<file path="src/rtl/serial_rx.sv">
// 8N1 UART receiver, LSB first: two-flop resync, mid-bit sampling, one-cycle
// data_valid / frame_err strobes. data_out holds the last good byte.
//   state | meaning
//   IDLE  | line idle, waiting for rx_s low
//   START | half-bit wait, then confirm start bit is still low
//   DATA  | sample 8 data bits, one per bit period
//   STOP  | sample stop bit, deliver byte or flag framing error
//   FLUSH | after framing error, wait for line to return high
module serial_rx #(
   parameter int CLKS_PER_BIT = 5208,
   parameter int CNT_W        = 13
) (
   input  logic       sysclk,
   input  logic       reset,
   input  logic       serialIn,
   output logic [7:0] data_out,
   output logic       data_valid,
   output logic       frame_err,
   output logic       busy
);

   typedef enum logic [2:0] {
      S_IDLE,
      S_START,
      S_DATA,
      S_STOP,
      S_FLUSH
   } state_t;

   localparam logic [CNT_W-1:0] HALF_M1 = CNT_W'(CLKS_PER_BIT / 2 - 1);
   localparam logic [CNT_W-1:0] FULL_M1 = CNT_W'(CLKS_PER_BIT - 1);

   state_t           r_state;
   logic [CNT_W-1:0] r_cnt;
   logic [2:0]       r_idx;
   logic [7:0]       r_shift;
   logic [7:0]       r_data;
   logic             r_valid;
   logic             r_err;
   logic             r_busy;
   logic             r_sync1;
   logic             r_rx_s;

   // Sync flops reset high so a reset never looks like a start edge.
   always_ff @(posedge sysclk) begin
      if (reset) begin
         r_sync1 <= 1'b1;
         r_rx_s  <= 1'b1;
      end else begin
         r_sync1 <= serialIn;
         r_rx_s  <= r_sync1;
      end
   end

   always_ff @(posedge sysclk) begin
      if (reset) begin
         r_state <= S_IDLE;
         r_cnt   <= '0;
         r_idx   <= '0;
         r_shift <= '0;
         r_data  <= '0;
         r_valid <= 1'b0;
         r_err   <= 1'b0;
         r_busy  <= 1'b0;
      end else begin
         r_valid <= 1'b0;
         r_err   <= 1'b0;
         case (r_state)
            S_IDLE: begin
               if (!r_rx_s) begin
                  r_state <= S_START;
                  r_cnt   <= '0;
                  r_busy  <= 1'b1;
               end
            end
            S_START: begin
               if (r_cnt == HALF_M1) begin
                  r_cnt <= '0;
                  if (!r_rx_s) begin
                     r_state <= S_DATA;
                     r_idx   <= '0;
                  end else begin
                     r_state <= S_IDLE;
                     r_busy  <= 1'b0;
                  end
               end else begin
                  r_cnt <= r_cnt + 1'b1;
               end
            end
            S_DATA: begin
               if (r_cnt == FULL_M1) begin
                  r_cnt          <= '0;
                  r_shift[r_idx] <= r_rx_s;
                  if (r_idx == 3'd7) r_state <= S_STOP;
                  else               r_idx   <= r_idx + 3'd1;
               end else begin
                  r_cnt <= r_cnt + 1'b1;
               end
            end
            S_STOP: begin
               if (r_cnt == FULL_M1) begin
                  r_cnt <= '0;
                  if (r_rx_s) begin
                     r_data  <= r_shift;
                     r_valid <= 1'b1;
                     r_state <= S_IDLE;
                     r_busy  <= 1'b0;
                  end else begin
                     r_err   <= 1'b1;
                     r_state <= S_FLUSH;
                  end
               end else begin
                  r_cnt <= r_cnt + 1'b1;
               end
            end
            S_FLUSH: begin
               // A held-low break must not re-trigger a frame.
               if (r_rx_s) begin
                  r_state <= S_IDLE;
                  r_busy  <= 1'b0;
               end
            end
            default: begin
               r_state <= S_IDLE;
               r_cnt   <= '0;
               r_busy  <= 1'b0;
            end
         endcase
      end
   end

   assign data_out   = r_data;
   assign data_valid = r_valid;
   assign frame_err  = r_err;
   assign busy       = r_busy;

endmodule

</file>
<file path="config.mk">
export PLATFORM = sky130hd
export DESIGN_NAME = serial_rx
export DESIGN_NICKNAME = d
export VERILOG_FILES = /design/src/rtl/serial_rx.sv
export SDC_FILE = /design/constraint.sdc
export NUM_CORES = 1
export LEC_CHECK = 0
export BUFFER_PORTS_ARGS = -buffer_cell sky130_fd_sc_hd__buf_2
export CAP_MARGIN = 20
export CORE_MARGIN = 2
export CORE_UTILIZATION = 59
export DETAILED_ROUTE_END_ITERATION = 16
export PLACE_DENSITY = 0.88
export SETUP_SLACK_MARGIN = 0.15
export SLEW_MARGIN = 30
export SYNTH_ARGS = -nofsm -noshare
export SYNTH_HDL_FRONTEND = slang
export SYNTH_SLANG_ARGS = --single-unit
</file>
<file path="constraint.sdc">
create_clock -name sysclk -period 2.45 [get_ports sysclk]
set_clock_uncertainty 0.05 [all_clocks]
set_input_delay 0.1225 -clock sysclk [delete_from_list [all_inputs] [get_ports sysclk]]
set_output_delay 0.1225 -clock sysclk [all_outputs]
set_load 0.01 [all_outputs]
</file>
==> results.yml <==
status:
  status: "completed"
logic_synthesis:
  yosys.area_share.simple_pct: 33.48
  synth-main-ff-cell: "dfxtp_1"
  synthAdderAreaFrac_pct: 3.115
  synth_cell_types: 43
  synth_area_um2: 1928
  yosys.area.top_type_share_pct: 41.53
  ys_seq_area_share_pct: 41.53
  synth_mux_area_share_pct: 8.825
  ys.warnings.count: 0
  synth-compound-area-share_pct: 7.787
  synth-xor-area-share_pct: 1.363
  ys_ff_latch: 40
  synthArstFlopShare_pct: 0
  synth_top_family_by_area: "simple AND/OR/NAND/NOR gates"
  synthesis.instances: 221
  synth_nets: 228
  syn_area_per_cell_um2: 8.724
  yosysTopAreaCell: "dfxtp_1"
  synth_edf_count: 0
  synth_area_leaders: "dfxtp_1 42%, mux2i_1 8.8%, nor2_1 4.9%, nand2_1 3.9%, nand3_1 3.4%"
worst_setup_path:
  critPathArrivalTime_ns: 2.35
  ff2ff_setup_slack_ns: 0.33
  r2r_end: "r_cnt[7]"
  required_ns: 2.68
  cp_top_family: "simple AND/OR/NAND/NOR gates"
  crit_chain: "ha_1 -> nor3b_2 -> and4_1 -> o22a_1 -> or4_1 -> a31oi_1"
  reg2reg_depth: 6
  slowest_delay_ns: 0.52
  critPathMaxFanout: 10
  crit_slowest_cell: "or4_1"
  endpoint_kind: "register"
  r2r-start: "r_cnt[0]"
  startpoint_type: "register"
  path_class: "register to register"
  startpoint: "r_cnt[0]"
  path_buf_inv: 0
die:
  die_h_um: 61.17
  core_area_um2: 3078
  die-area_um2: 3741
  io-pin-count: 14
  initial_utilization_pct: 62.64
  rows: 20
  die_w_um: 61.17
sta:
  min_period_ns: 2.123
  max_slew_margin_pct: 54.26
  tns_ns: 0
  tightest_slew_ns: 0.6861
  hold-worst-slack_ns: 0.2385
  hold_viol: 0
  fin_ws_ns: 0.3272
  fmax_mhz: 471.1
  setup_viol: 0
  rsz0062_at_grt: "no"
  post-route-period-util_pct: 86.65
  drv_slew: 0
pwr:
  leakagePower_nw: 0.7676
  power_density_nw_per_um2: 511.0
  ir_drop_mv: 0.3538
detailed_routing:
  routedWlPerCell_um: 14.16
  drt_pass1_iterations: 4
  vias: 1659
  antenna_left: 0
  routed_via_density: 6.011
  drtIter0Drc: 111
  drc_errors: 0
  routed_wl_um: 3909
placed_design:
  gp_congestion: 0.9758
  placed_area_um2: 2018
  place_hpwl_um: 2597
  placement.io_buffers: 13
  place_ws_ns: 0.2377
layout:
  final_nets: 238
  postLayoutCoreUtil_pct: 68.46
  fillers: 247
  layout_common_cells: "40 x dfxtp_1, 25 x nor2_1, 20 x nand2_1, 17 x mux2i_1"
  drive_above_1_share_pct: 13.36
  num_antenna_cells: 0
  areaGrowthSynthToFinish_pct: 9.280
  final_cell_area_um2: 2107
  final_common_cell: "dfxtp_1"
grt:
  grt_max_degree: 42
  grt.total_usage_pct: 23.10
  grt_pass1_wl_um: 6375
  first_global_vias: 1400
  grt_overflow: 0
  antenna_found_initial: 0
min_path:
  hp-class: "primary input to register"
  whs_path_depth: 2
  holdPathEnd: "data_out[0]"
  hold_start: "reset"
clocking:
  ctsLongestPathBuffers: 2
  postCtsSetupBuffers: 0
  clk_pin_slew_ns: 0.11
  tritoncts.num_buffers: 5
  cts-root-buf: "clkbuf_4"
  cts_tree: "built"
  clk_latency_ns: 0.35
  cts_sinks: 40
  htreeDepth: 2
flow_run:
  maxCapViolCount: 0
-- registers in the layout (all words and copies together), names as in the netlist --
register / count
r_cnt: 13
data_out: 8
r_shift: 8
r_rx_s: 1
frame_err: 1
r_state: 3
r_idx: 3
data_valid: 1
busy: 1
r_sync1: 1
-- metrics by stage --
step,power [mW],std cells
CTS,1.082,276
finish,1.077,276
global placement,0.7343,267
global route,1.123,276
floorplan,0.7197,221
detailed placement,0.7363,267
-- worst register-to-register path, stage by stage (launching register included) --
cell and delay, ns:
dfxtp_1 0.37, ha_1 0.22, nor3b_2 0.16, and4_1 0.25, o22a_1 0.31, or4_1 0.52
a31oi_1 0.16
-- Yosys cell counts, drive strengths merged (4+ instances only) --
library cell and instances:
dfxtp 40, mux2i 17, ha 4, nand3 13, clkbuf 11, a31oi 9
or3 7, nor2b 4, nor2 25, nand3b 5, buf 5, a21oi 5
nand2 20, and4 4, nor3 4, nand4b 5, nand4 7
-- metal layers --
metal  up-vias  track usage (%)  part of all wire, %
met1       774            32.33                   48
met5         -                0                    0
met3         6            6.092                  5.9
li1        825                -                    -
met2        54            32.67                   45
met4         0            11.80                  1.2
-- how the worst max path moves through the flow --
stage	slack, ns	cells past startpoint	endpoint
finish	0.33	6	r_cnt[7]
global route	0.21	6	r_cnt[7]
CTS	0.22	6	r_idx[0]
detailed placement	0.24	6	r_idx[0]
global placement	0.34	6	r_cnt[7]
floorplan	0.53	6	r_cnt[7]
-- where the power goes --
part | internal [mW] | switching, mW | total (mW)
Sequential | 0.655 | 0.00461 | 0.660
Clock | 0.141 | 0.211 | 0.352
Combinational | 0.0198 | 0.0449 | 0.0647
Total | 0.816 | 0.261 | 1.08
-- what timing repair did --
item | in CTS | in global routing
gates resized for setup | 0 | 4
setup endpoints to repair | 0 | 27
endpoints found under the hold margin | 1 | 0
hold buffers | 1 | 0
-- area by class of cell --
type / count / area (um^2) / share of cell area (%)
inverters: 2 / 7.507 / 0.3563
clock buffers: 7 / 55.05 / 2.613
well taps: 44 / 55.05 / 2.613
clock inverters: 1 / 7.507 / 0.3563
multi-input cells: 163 / 1069 / 50.71
repair buffers: 19 / 112.6 / 5.344
flip-flops and latches: 40 / 800.8 / 38.00
-- logic make-up after synthesis --
| group | count (synthesis) |
|---|---|
| simple gates | 115 |
| compound gates | 23 |
| mux | 17 |
| fa+ha+maj | 5 |
| flops | 40 |
| xor+xnor | 3 |
| buf+inv | 18 |
Note: power is estimated with default switching activity, not from simulation.
